$ cat config.mk
export PLATFORM = sky130hd
export DESIGN_NAME = fetch_stage
export DESIGN_NICKNAME = d
export VERILOG_FILES = /design/src/rtl/fetch_stage_pkg.sv /design/src/rtl/f_IF_ID.sv /design/src/rtl/fetch_stage.sv
export SDC_FILE = /design/constraint.sdc
export NUM_CORES = 1
export LEC_CHECK = 0
export CAP_MARGIN = 20
export CORE_UTILIZATION = 59
export CTS_CLUSTER_SIZE = 30
export DETAILED_ROUTE_END_ITERATION = 12
export DONT_BUFFER_PORTS = 1
export GPL_TIMING_DRIVEN = 0
export HOLD_SLACK_MARGIN = 0.08
export PLACE_DENSITY = 0.76
export SLEW_MARGIN = 20
export SYNTH_ARGS = -nofsm -noshare
export SYNTH_HDL_FRONTEND = slang
export SYNTH_SLANG_ARGS = --single-unit
$ cat constraint.sdc
create_clock -name clk -period 5.6 [get_ports clk]
set_input_delay 1.68 -clock clk [delete_from_list [all_inputs] [get_ports clk]]
set_output_delay 1.68 -clock clk [all_outputs]
set_load 0.005 [all_outputs]
$ cat src/rtl/fetch_stage_pkg.sv
// Shared fetch-stage definitions: FSM state encoding, bubble instruction and reset PC.
package fetch_stage_pkg;

    typedef enum logic [1:0] {
        StReq,
        StWait,
        StHold,
        StFault
    } fetch_state_e;

    localparam logic [31:0] NOP_INSTR        = 32'h0000_0013;
    localparam logic [31:0] RESET_PC_DEFAULT = 32'h0000_0000;

endpackage

$ cat src/rtl/f_IF_ID.sv
// IF/ID pipeline register: clear loads a bubble, enable low holds the current contents.
module f_IF_ID
    import fetch_stage_pkg::*;
(
    input  logic        clk,
    input  logic        reset,
    input  logic        clr_i,
    input  logic        en_i,
    input  logic [31:0] instr_i,
    input  logic [31:0] pc_i,
    input  logic [31:0] pcplus4_i,
    input  logic        valid_i,
    output logic [31:0] instr_o,
    output logic [31:0] pc_o,
    output logic [31:0] pcplus4_o,
    output logic        valid_o
);

    always_ff @(posedge clk) begin
        if (reset || clr_i) begin
            instr_o   <= NOP_INSTR;
            pc_o      <= '0;
            pcplus4_o <= '0;
            valid_o   <= 1'b0;
        end else if (en_i) begin
            instr_o   <= instr_i;
            pc_o      <= pc_i;
            pcplus4_o <= pcplus4_i;
            valid_o   <= valid_i;
        end
    end

endmodule

$ cat src/rtl/fetch_stage.sv
// Instruction fetch stage: one outstanding imem request, execute redirects, IF/ID register.
// FETCH_MISALIGN_EN enables the sticky misaligned-redirect FAULT state.
module fetch_stage
    import fetch_stage_pkg::*;
#(
    parameter logic [31:0] RESET_PC = RESET_PC_DEFAULT
) (
    input  logic        clk,
    input  logic        reset,
    input  logic        StallD,
    input  logic        FlushD,
    input  logic        PCSrcE,
    input  logic        PCJalSrcE,
    input  logic [31:0] PCTargetE,
    input  logic [31:0] ALUResultE,
    output logic        imem_req,
    output logic [31:0] imem_addr,
    input  logic        imem_ready,
    input  logic        imem_rvalid,
    input  logic [31:0] imem_rdata,
    output logic [31:0] InstrD,
    output logic [31:0] PCD,
    output logic [31:0] PCPlus4D,
    output logic        ValidD,
    output logic        MisalignF
);

    fetch_state_e state_q, state_d;
    logic [31:0]  pcf_q, pcf_d;
    logic [31:0]  inflight_pc_q, inflight_pc_d;
    logic [31:0]  hold_instr_q, hold_instr_d;
    logic [31:0]  hold_pc_q, hold_pc_d;
    logic         drop_q, drop_d;

    logic [31:0]  target;
    logic         resp, deliver, from_hold, accepted;
    logic [31:0]  ifid_instr, ifid_pc, ifid_pc4;
    logic         ifid_valid;
    logic         unused_lsb;

    assign unused_lsb = ALUResultE[0];

    always_comb begin
        target = PCJalSrcE ? {ALUResultE[31:1], 1'b0} : PCTargetE;
`ifdef FETCH_MISALIGN_EN
        MisalignF = (state_q == StFault);
`else
        target[1:0] = 2'b00;
        MisalignF   = 1'b0;
`endif
    end

    always_comb begin
        resp      = (state_q == StWait) && imem_rvalid;
        deliver   = resp && !drop_q && !StallD;
        from_hold = (state_q == StHold) && !StallD && !PCSrcE;
        // Back-to-back issue in the response cycle unless the response must be parked.
        imem_req  = (state_q == StReq) || (resp && (drop_q || !StallD));
    end

    assign accepted  = imem_req && imem_ready;
    assign imem_addr = pcf_q;

    always_comb begin
        state_d       = state_q;
        pcf_d         = pcf_q;
        inflight_pc_d = inflight_pc_q;
        hold_instr_d  = hold_instr_q;
        hold_pc_d     = hold_pc_q;
        drop_d        = drop_q;

        if (accepted) begin
            inflight_pc_d = pcf_q;
            pcf_d         = pcf_q + 32'd4;
        end
        if (PCSrcE && (state_q != StFault)) begin
            pcf_d = target;
        end

        if (resp) begin
            drop_d = 1'b0;
        end
        // A redirect poisons whichever request will still be outstanding after this edge.
        if (PCSrcE && (accepted || ((state_q == StWait) && !imem_rvalid))) begin
            drop_d = 1'b1;
        end

        unique case (state_q)
            StReq: begin
                if (accepted) state_d = StWait;
            end
            StWait: begin
                if (imem_rvalid) begin
                    if (!drop_q && StallD && !PCSrcE) begin
                        state_d      = StHold;
                        hold_instr_d = imem_rdata;
                        hold_pc_d    = inflight_pc_q;
                    end else begin
                        state_d = accepted ? StWait : StReq;
                    end
                end
            end
            StHold: begin
                if (PCSrcE || !StallD) state_d = StReq;
            end
            default: state_d = state_q;
        endcase

`ifdef FETCH_MISALIGN_EN
        if (PCSrcE && target[1]) begin
            state_d = StFault;
        end
`endif
    end

    always_ff @(posedge clk) begin
        if (reset) begin
            state_q       <= StReq;
            pcf_q         <= RESET_PC;
            inflight_pc_q <= '0;
            hold_instr_q  <= NOP_INSTR;
            hold_pc_q     <= '0;
            drop_q        <= 1'b0;
        end else begin
            state_q       <= state_d;
            pcf_q         <= pcf_d;
            inflight_pc_q <= inflight_pc_d;
            hold_instr_q  <= hold_instr_d;
            hold_pc_q     <= hold_pc_d;
            drop_q        <= drop_d;
        end
    end

    always_comb begin
        if (deliver) begin
            ifid_instr = imem_rdata;
            ifid_pc    = inflight_pc_q;
            ifid_valid = 1'b1;
        end else if (from_hold) begin
            ifid_instr = hold_instr_q;
            ifid_pc    = hold_pc_q;
            ifid_valid = 1'b1;
        end else begin
            ifid_instr = NOP_INSTR;
            ifid_pc    = '0;
            ifid_valid = 1'b0;
        end
        ifid_pc4 = ifid_valid ? (ifid_pc + 32'd4) : '0;
    end

    f_IF_ID u_if_id (
        .clk       (clk),
        .reset     (reset),
        .clr_i     (FlushD),
        .en_i      (!StallD),
        .instr_i   (ifid_instr),
        .pc_i      (ifid_pc),
        .pcplus4_i (ifid_pc4),
        .valid_i   (ifid_valid),
        .instr_o   (InstrD),
        .pc_o      (PCD),
        .pcplus4_o (PCPlus4D),
        .valid_o   (ValidD)
    );

endmodule

## Word-level counts from Yosys, hierarchy flattened

Index checks and enable logic that the tools add are counted.

| storage, ports and cells | value |
|---|---|
| register bits | 228 |
| output and inout bits | 131 |

| cells by class | value |
|---|---|
| eq/ne operators | 6 |
| $add $sub $neg | 2 |
| reduce and logical (&&, ||, !) cells | 28 |
| multiplexer cells | 18 |

Operators by type and width:

| kind | count |
|---|---|
| $mux 32 | 8 |
| $add 32x3->32 const B | 2 |
| $logic_and 1x1->1 | 12 |
| $mux 2 | 4 |
| $ne 2x2->1 const B | 3 |
| $pmux 2 s3 | 1 |
| $logic_or 1x1->1 | 5 |
| $mux 1 | 5 |
| $logic_not 1->1 | 4 |
| $reduce_and 4->1 | 1 |
| $reduce_bool 2->1 | 2 |
| $reduce_and 3->1 | 1 |
| $reduce_bool 3->1 | 1 |
| $eq 2x1->1 const B | 1 |
| $eq 2x2->1 const B | 1 |
| $logic_not 2->1 | 1 |
| $ne 2x1->1 const B | 1 |
| $reduce_or 2->1 | 1 |

## Depth between registers and ports, before layout

| logic depth | value |
|---|---|
| depth after elaboration | 9 |
| gate-level depth with buffers | 16 |
| gate-level depth less buffers | 12 |

## Hierarchy

From an unflattened synthesis, not the netlist that was laid out.

| unflattened totals | value |
|---|---|
| cell total of the unflattened synthesis | 1207 |
| area, all modules | 10207.3 µm² |

Modules (own cells, without submodules):

| module | cells an instance | area each (µm²) | instances |
|---|---|---|---|
| fetch_stage | 892 | 6720.2 | 1 |
| f_IF_ID | 315 | 3487.1 | 1 |

## Worst setup path after synthesis

No wires, ideal clock.

| path | value |
|---|---|
| path kind | input port to flip-flop |
| start | input imem_rvalid |
| end | register u_if_id.pcplus4_o[26] |
| path buffers | 4 |
| stages | 14 |
| setup time | 117 ps |
| arrival | 4662 ps |
| path slack | 821 ps |
| cell sequence | and4bb_1 -> buf_4 -> buf_4 -> nor3_2 -> clkbuf_1 -> buf_1 -> a22oi_1 -> inv_1 -> ha_1 -> inv_1 -> a211oi_4 -> nand3_1 -> or3_1 -> a32o_1 |

| on the way | value |
|---|---|
| word-level cells in the longest chain between the ends | 6 |
| elaborated cells between the ends (all ways) | 7 |

RTL lines:

| item | RTL line | text |
|---|---|---|
| start, declared | fetch_stage.sv:19 | `input logic imem_rvalid,` |
| $logic_and 1x1->1 | fetch_stage.sv:54 | `resp = (state_q == StWait) && imem_rvalid;` |
| $logic_and 1x1->1 (2 in a row) | fetch_stage.sv:55 | `deliver = resp && !drop_q && !StallD;` |
| $mux 32 | fetch_stage.sv:135 | `if (deliver) begin` |
| via ifid_pc[2] | fetch_stage.sv:37 | `logic [31:0] ifid_instr, ifid_pc, ifid_pc4;` |
| $add 32x3->32 | fetch_stage.sv:148 | `ifid_pc4 = ifid_valid ? (ifid_pc + 32'd4) : '0;` |
| $mux 32 | fetch_stage.sv:148 |  |
| end signal, assigned | f_IF_ID.sv:28 | `pcplus4_o <= pcplus4_i;` |
| end, declared | f_IF_ID.sv:15 | `output logic [31:0] pcplus4_o,` |

The timed path passes the listed nets, and every way through them passes these cells.
A chain may end at the register's enable or synchronous reset.

## Worst setup path after layout

Same ends and word-level chain as after synthesis.

==> impl_metrics.json <==
{
  "synth_top_area_frac": 0.4537,
  "grt_max_degree": 14,
  "hold_path.startpoint": "hold_instr_q[22]$_SDFFE_PP0P_",
  "cts_tree": "yes",
  "tightest_slew_ns": 0.8953,
  "grt_usage": 0.3150,
  "fmax_mhz": 188.8,
  "regToRegSetupSlack_ns": 0.66,
  "grt-ovfl-total": 0,
  "row_count": 46,
  "cp_max_fo": 10,
  "drc_errors": 0,
  "dieArea_mm2": 0.01682,
  "antenna_found_initial": 0,
  "final_max_slew_viol_count": 0,
  "synthFlopType": "dfxtp_1",
  "placement.io_buffers": 0,
  "cts_inserted_buffers": 22,
  "synth-edff-count": 0,
  "coreArea_mm2": 0.01589,
  "path_cells": "and4bb_1 > buf_4 > buf_4 > nor3_2 > clkbuf_2 > buf_1 > a22oi_1 > inv_1 > ha_1 > inv_1 > a211oi_4 > nand3_1 > or3_1 > a32o_1",
  "rsz0062_at_grt": "false",
  "p_leak_nw": 3.413,
  "grt_pass1_wl_mm": 41.97,
  "synth_area_leaders": "dfxtp_1 45%, nand2_1 11%, a21oi_1 8.2%, xnor2_1 3.3%, a221o_1 3.0%",
  "layout_min_cycle_time_ns": 5.296,
  "post-cts-setup-buffer-count": 0,
  "yosysMostFrequentCell": "nand2_1",
  "die_h_um": 129.7,
  "grt_pass1_vias": 8102,
  "vias": 8755,
  "maxCapViolCount": 0,
  "finalCritPeriodShare": 0.9458,
  "clk_path_buf_depth": 3,
  "post_cts_resize_count": 0,
  "hold_depth": 2,
  "end_kind": "flip-flop",
  "ios": 235,
  "drive_above_1_share": 0.04376,
  "run_status": "completed",
  "slowest_delay_ns": 0.52,
  "slew_headroom": 0.3877,
  "gp_congestion": 0.8903,
  "critical_path_class": "in -> reg",
  "whs_endpoint": "hold_instr_q[22]$_SDFFE_PP0P_",
  "finalHoldViolCount": 0,
  "ys_types": 54,
  "async_reset_ff_frac": 0,
  "whs_ns": 0.4537,
  "holdBufCountCts": 0,
  "arrival_ns": 5.70,
  "postRouteAntennaNets": 0,
  "seq_area_frac_synth": 0.4537,
  "clock_skew_ns": 0.01759,
  "avgViaCountPerCell": 6.038,
  "clk_pin_slew_worst_paths_ns": 0.06,
  "setup_violations": 0,
  "area_delta_synth_final_pct": 10.61,
  "ctsHtreeMaxLevel": 1,
  "syn_area_mm2": 0.009619,
  "synth_common_cells": "270 x nand2_1, 218 x dfxtp_1, 157 x a21oi_1",
  "cts_sinks": 218,
  "drt-initial-drc-count": 631,
  "dp_hpwl_mm": 19.78,
  "clk_latency_ns": 0.50,
  "dpl_cell_area_mm2": 0.009912,
  "nNetsFinal": 1331,
  "yosysWarnings": 0,
  "dr.pass1.iters": 5,
  "wl_per_cell_um": 18.66,
  "rr_worst_depth": 16,
  "syn_inst": 1190,
  "final_area_mm2": 0.01064,
  "synth_top_cell_by_area": "dfxtp_1",
  "critical-path-slowest-cell": "a211oi_4",
  "synth-seq-cells": 218,
  "peakVddDrop_uv": 193.5,
  "avgSynthCellArea_um2": 8.083,
  "die_x_um": 129.7,
  "ctsRootBufferMaster": "clkbuf_16",
  "n_antenna_cell": 0,
  "initial_core_util": 0.6055,
  "postRouteWirelength_mm": 27.05,
  "crit_path_start_kind": "input port",
  "hp-class": "reg -> reg",
  "timing.rr.start": "state_q[1]$_SDFFE_PP0P_",
  "r2r_end": "u_if_id.pcplus4_o[26]$_SDFFE_PP0N_",
  "crit_required_ns": 6.00,
  "p_per_area_mw_per_mm2": 319.8
}
==> state kept, by name, indices dropped and copies added (netlist names) <==
name / count
u_if_id.pcplus4_o: 30
u_if_id.valid_o: 1
drop_q: 1
inflight_pc_q: 30
hold_pc_q: 30
u_if_id.instr_o: 32
hold_instr_q: 32
state_q: 2
u_if_id.pc_o: 30
imem_addr: 30
==> how the worst max path moves through the flow <==
stage                                         end         from  cells after the start  slack [ns]
3_5_place_dp   u_if_id.pcplus4_o[26]$_SDFFE_PP0N_  imem_rvalid                     14       -0.32
5_1_grt        u_if_id.pcplus4_o[26]$_SDFFE_PP0N_       PCSrcE                     13        0.06
6_report       u_if_id.pcplus4_o[26]$_SDFFE_PP0N_  imem_rvalid                     14        0.30
2_1_floorplan  u_if_id.pcplus4_o[26]$_SDFFE_PP0N_  imem_rvalid                     14        0.82
3_3_place_gp   u_if_id.pcplus4_o[26]$_SDFFE_PP0N_  imem_rvalid                     14       -0.23
4_1_cts        u_if_id.pcplus4_o[26]$_SDFFE_PP0N_  imem_rvalid                     14        0.19
==> where the power goes <==
part           total [mW]  switching [mW]  internal, mW
Clock                1.50           0.600         0.896
Sequential           1.65          0.0600          1.59
Combinational       0.252           0.165        0.0873
==> layout by cell type (no fill, tap or decap), types with 10 or more instances in the layout <==
cell type  count
nand2_1      270
dfxtp_1      218
a21oi_1      157
clkbuf_1      83
nor2_1        58
o21ai_0       44
xnor2_1       36
a211oi_1      33
a221o_1       29
nand3_1       28
a22oi_1       26
nand4_1       26
clkbuf_16     23
nor2b_1       19
nor3_1        18
inv_1         14
a221oi_1      12
xor2_1        10
buf_4         10
==> worst max-delay path: cells and delay by family <==
kind	cells	cell delay (ns)
and+or+nand+nor	4	1.39
buffers and inverters	6	1.42
adders and majority gates	1	0.18
AOI/OAI and AO/OA	3	1.00
==> layer usage <==
| metal | global-route usage | wire length, µm | share of wire |
|---|---|---|---|
| met2 | 0.5212 | 12630 | 0.47 |
| met4 | 0.09439 | 517 | 0.019 |
| met5 | 0 | 0 | 0 |
| met1 | 0.4205 | 11560 | 0.43 |
| met3 | 0.05450 | 2354 | 0.087 |
==> area by class of cell <==
type	count	area [µm²]
clock inverter	4	70.07
inverter	14	52.55
clock buffer	34	656.9
tap	216	270.3
fill	1429	5245
multi-input combinational	867	4820
buffer	97	406.6
sequential	218	4364
==> logic make-up (layout without fill, tap and decap cells) <==
group | Yosys count | in the layout | synth area share
adders and majority gates | 7 | 7 | 0.009105
xor gates and xnor gates | 46 | 46 | 0.04188
muxes | 4 | 4 | 0.004162
other | 1 | 7 | 0.0003898
buffers and inverters | 111 | 149 | 0.04761
DFF | 218 | 218 | 0.4537
and+or+nand+nor | 470 | 470 | 0.2210
AOI/OAI and AO/OA | 333 | 333 | 0.2222
==> per-stage QoR <==
stage | total power, mW | std cells | utilization | setup TNS (ns) | setup WS [ns]
2_1_floorplan | 1.856 | 1196 | - | 0 | 0.8210
3_3_place_gp | 1.931 | 1412 | 0.6240 | -0.2733 | -0.2343
3_5_place_dp | 1.935 | 1412 | 0.6240 | -0.5694 | -0.3186
4_1_cts | 3.409 | 1450 | 0.6697 | 0 | 0.1909
5_1_grt | 3.499 | 1450 | 0.6698 | 0 | 0.06148
6_report | 3.402 | 1450 | 0.6698 | 0 | 0.3035
Power figures use the tool's default switching activity.
